## config.mk

```make
export PLATFORM = sky130hd
export DESIGN_NAME = gpio_input_debouncer
export DESIGN_NICKNAME = d
export VERILOG_FILES = /design/src/rtl/gpio_input_debouncer.sv
export SDC_FILE = /design/constraint.sdc
export NUM_CORES = 1
export LEC_CHECK = 0
export ABC_CLOCK_PERIOD_IN_PS = 3130
export BUFFER_PORTS_ARGS = -buffer_cell sky130_fd_sc_hd__buf_2
export CAP_MARGIN = 20
export CORE_MARGIN = 4
export CORE_UTILIZATION = 35
export CTS_BUF_LIST = sky130_fd_sc_hd__clkbuf_2 sky130_fd_sc_hd__clkbuf_4 sky130_fd_sc_hd__clkbuf_8
export CTS_CLUSTER_DIAMETER = 120
export CTS_CLUSTER_SIZE = 14
export DETAILED_ROUTE_END_ITERATION = 10
export GPL_TIMING_DRIVEN = 0
export PLACE_DENSITY = 0.52
export SETUP_SLACK_MARGIN = 0.5
export SLEW_MARGIN = 25
export SYNTH_ARGS = -nofsm -noshare
export SYNTH_HDL_FRONTEND = slang
export SYNTH_SLANG_ARGS = --single-unit
```

## constraint.sdc

```tcl
create_clock -name clk -period 3.13 [get_ports clk]
set_input_delay 0.313 -clock clk [delete_from_list [all_inputs] [get_ports clk]]
set_output_delay 0.313 -clock clk [all_outputs]
set_load 0.05 [all_outputs]
```

## src/rtl/gpio_input_debouncer.sv

```systemverilog
// rtl/gpio_input_debouncer.sv - switch input synchroniser, per-bit debouncer, change strobes and sticky interrupt
module gpio_input_debouncer #(
    parameter int WIDTH           = 16,
    parameter int DEBOUNCE_CYCLES = 500000
) (
    input  logic             clk,
    input  logic             reset,
    input  logic [WIDTH-1:0] sw_async_i,
    input  logic             irq_en_i,
    input  logic             irq_clear_i,
    output logic [WIDTH-1:0] sw_stable_o,
    output logic [WIDTH-1:0] sw_changed_o,
    output logic [WIDTH-1:0] pending_o,
    output logic             irq_o
);

    localparam int CNT_W = $clog2(DEBOUNCE_CYCLES + 1);
    localparam logic [CNT_W-1:0] CNT_MAX = CNT_W'(DEBOUNCE_CYCLES - 1);

    logic [WIDTH-1:0] sync1_q, sync1_d;
    logic [WIDTH-1:0] sync2_q, sync2_d;
    logic [WIDTH-1:0] stable_q, stable_d;
    logic [WIDTH-1:0] changed_q, changed_d;
    logic [WIDTH-1:0] pending_q, pending_d;
    logic [CNT_W-1:0] cnt_q [WIDTH];
    logic [CNT_W-1:0] cnt_d [WIDTH];

    always_comb begin
        sync1_d   = sw_async_i;
        sync2_d   = sync1_q;
        stable_d  = stable_q;
        changed_d = '0;
        for (int i = 0; i < WIDTH; i++) begin
            cnt_d[i] = '0;
            // Any sample matching the stable value leaves the counter cleared.
            if (sync2_q[i] != stable_q[i]) begin
                if (cnt_q[i] == CNT_MAX) begin
                    stable_d[i]  = sync2_q[i];
                    changed_d[i] = 1'b1;
                end else begin
                    cnt_d[i] = cnt_q[i] + CNT_W'(1);
                end
            end
        end
        // A new change on the clearing edge survives the clear.
        pending_d = (pending_q & ~{WIDTH{irq_clear_i}}) | changed_d;
    end

    always_ff @(posedge clk) begin
        if (reset) begin
            sync1_q   <= '0;
            sync2_q   <= '0;
            stable_q  <= '0;
            changed_q <= '0;
            pending_q <= '0;
            for (int i = 0; i < WIDTH; i++) begin
                cnt_q[i] <= '0;
            end
        end else begin
            sync1_q   <= sync1_d;
            sync2_q   <= sync2_d;
            stable_q  <= stable_d;
            changed_q <= changed_d;
            pending_q <= pending_d;
            for (int i = 0; i < WIDTH; i++) begin
                cnt_q[i] <= cnt_d[i];
            end
        end
    end

    assign sw_stable_o  = stable_q;
    assign sw_changed_o = changed_q;
    assign pending_o    = pending_q;
    assign irq_o        = irq_en_i & (|pending_q);

endmodule
```

==> metrics.txt <==
Worst-Margin Slew=1.03 ns; crit start category=register; achievable frequency=just over 400 MHz; dpl cell area=17,500 µm²; Cells after Synth=1,838; synth top area cells=dfxtp_1, nor2_1, xnor2_1; Die ar.=around 50,000 µm²; CP max stage delay=approximately 0.63 ns; hold crit path type=input pin to register; CTS buffer count=31; sequential share of power=0.650; Seq/Total Area, Yosys=0.469; first-pass GRT wire length=slightly above 60 mm; clock network power share=0.330; vias in the first global route=12,100; commonest cells after routing, fill and taps aside=dfxtp_1, nor2_1, nand3_1, xnor2_1, xor2_1; P&R area growth vs syn=10.4%; grt ovf=0; Setup Skew=0.0167 ns; outcome=completed; critical path type=register to output pin; Mapped Avg Cell Area=8.92 µm²; synth warn=0; setup TNS=0 ns; IO Pins=69; Hold Crit Depth=3; Cell Int Power=about 0.006 W; CORE AREA=about 46,000 µm²; Routed WL=37.3 mm; areal power density over the cells=between 400 and 500 nW/µm²; reg2reg setup slack=~0.7 ns; CP endpoint kind=output pin; crit-path max FO=3; VDD IR max=around 0.27 mV; Max-Cap Viols=0; postcts setup bufs=0; clk sinks=about 380; GRT Resource Usage Total=0.144; Yosys top cell area share=0.469; largest net degree at the start of global routing=15; worst reg2reg path depth=5; crit share post-route=0.774; EDFF count, synth=0; setup ws final=~0.71 ns; critical path, cell by cell=nor4_1 > a41oi_1 > buf_2; Net Sw Frac=0.227; Synth area leader=dfxtp_1; WL per Instance=14.6 µm; initial core utilization=0.353; combinational power share=0.020; share of cells above drive strength 1=0.0763; register bit total from synthesis=approximately 380; Final Hold Slack=around 0.17 ns; slew margin rel.=0.316; Clock Latency Late Sink=around 0.63 ns; worst slack, placed=a little under 0.5 ns; hold_sp=reset; Routability Congestion=0.823; critical path launch point=pending_o[13]$_SDFF_PP0_; initial antenna violation count=1; RSZ-0062 raised after global routing=no; Top delay family on crit path=simple AND/OR/NAND/NOR gates; # rows=between 70 and 80; worst path bufs/invs=1; CTS tree=done; antenna cells=0; r2r startpoint=cnt_q[0][106]$_SDFF_PP0_; antenna-violating nets left=0; slowest CP cell=nor4_1; total number of vias=between 10,000 and 15,000; Die Ht=approximately 220 µm; CTS Root Cell=clkbuf_8; Netlist cell types=a little under 50; Netlist Area Pre-Place=16,400 µm²; final hold violation count=0; Primary FF master, synth=dfxtp_1; r2r endpoint=cnt_q[0][111]$_SDFF_PP0_; worst hold endpoint=sw_changed_o[5]$_SDFF_PP0_; Setup violations, final=0; Post-layout nets=1,991; detailed-route DRC error count=0; min Tclk post-route=~2.4 ns; Worst Path Arrival=2.11 ns; Horiz. Die Dim=roughly 220 µm; Via density=5.10; Max Slew Vio Count=0; Reg clk slew, reported paths=~0.090 ns; worst-case clock buffer depth=3; asr flop ratio synth=0; P_sw=roughly 0.0017 W; H-Tree Depth=1; Pleak=roughly 5.5 nW; post-synth net total=~1,900; CP Data Required Time=about 2.8 ns; DR pass1 iterations=5; commonest non-fill, non-tap cell in the layout=dfxtp_1; Final Instance Area=18,100 µm²; port buffer count=approximately 70; DP HPWL=26.4 mm; DR iter-0 viols=~740
## cell type report
type                            count  area [µm²]
Sequential cell                   384        7690
Inverter                           55         206
Tap cell                          607         759
Fill cell                        4737       28300
Timing Repair Buffer               84         500
Buffer                             43         190
Multi-Input combinational cell   1356        8330
Clock buffer                       31         427
Clock inverter                      1        8.76
## sequential cells by signal (all words and copies together), names as in the netlist
register / cells
sync2_q: 16
sw_stable_o: 16
cnt_q: 304
sw_changed_o: 16
sync1_q: 16
pending_o: 16
## worst max path at each step
stage | end | slack, ns | cells after the start
finish | irq_o | 0.71 | 3
global route | cnt_q[0][102]$_SDFF_PP0_ | 0.54 | 5
CTS | irq_o | 0.52 | 3
detailed placement | sw_stable_o[4]$_SDFFE_PP0P_ | 0.48 | 5
global placement | sw_stable_o[12]$_SDFFE_PP0P_ | 0.10 | 5
floorplan | irq_o | 1.13 | 2
## cells by family (layout without fill, tap and decap cells)
kind of cell	Yosys count	in the layout	synth area share
AO/OA/AOI/OAI	225	225	0.0857
XOR/XNOR	208	208	0.111
adder cells (fa/ha/maj)	16	16	0.0122
buffers and inverters	98	214	0.0241
flip-flops	384	384	0.469
AND/OR/NAND/NOR	907	907	0.298
## synthesized netlist by cell type, types with 7 or more instances
cell type	n
a21o_1	8
a21oi_1	91
and2_1	10
and3_1	24
and4_1	25
clkbuf_1	31
dfxtp_1	384
ha_1	16
inv_1	55
nand2_1	97
nand2b_1	16
nand3_1	110
nand4_1	77
nor2_1	260
nor2b_1	36
nor3_1	32
nor4_1	45
nor4b_1	17
o21ai_0	57
o21bai_1	7
o31ai_1	40
or2_2	8
or3_1	63
or4_1	51
or4b_1	8
xnor2_1	110
xor2_1	98
## stage by stage
step	instances	power (W)	utilization
finish	2561	0.00757	0.390
global route	2561	0.00792	0.390
CTS	2561	0.00774	0.390
detailed placement	2513	0.00517	0.377
global placement	2513	0.00517	0.377
floorplan	1838	0.00511	-
## worst min-delay path, cell delays in order
cell,delay (ns)
buf_2,0.17
nand2b_1,0.21
nor2_1,0.06
## repair_timing
| item | CTS | global route |
|---|---|---|
| resized for setup | 0 | 3 |
| hold endpoints to repair | 16 | 0 |
| hold buffers | 16 | 0 |
| setup endpoints to repair | 0 | 27 |
## layer usage
layer / GRT usage / share of wire
met1: 0.198 / 0.49
met2: 0.238 / 0.45
met3: 0.0248 / 0.043
met4: 0.0350 / 0.019
met5: 0 / 0.00019
## power groups by stage
stage	clock network, W	registers (W)	logic [W]
after floorplan	0	0.00503	0.0000757
after global placement	0	0.00503	0.000137
after detailed placement	0	0.00503	0.000138
after CTS	0.00266	0.00492	0.000154
after global routing	0.00283	0.00493	0.000166
final	0.00250	0.00492	0.000149
(Power assumes the default switching activity.)
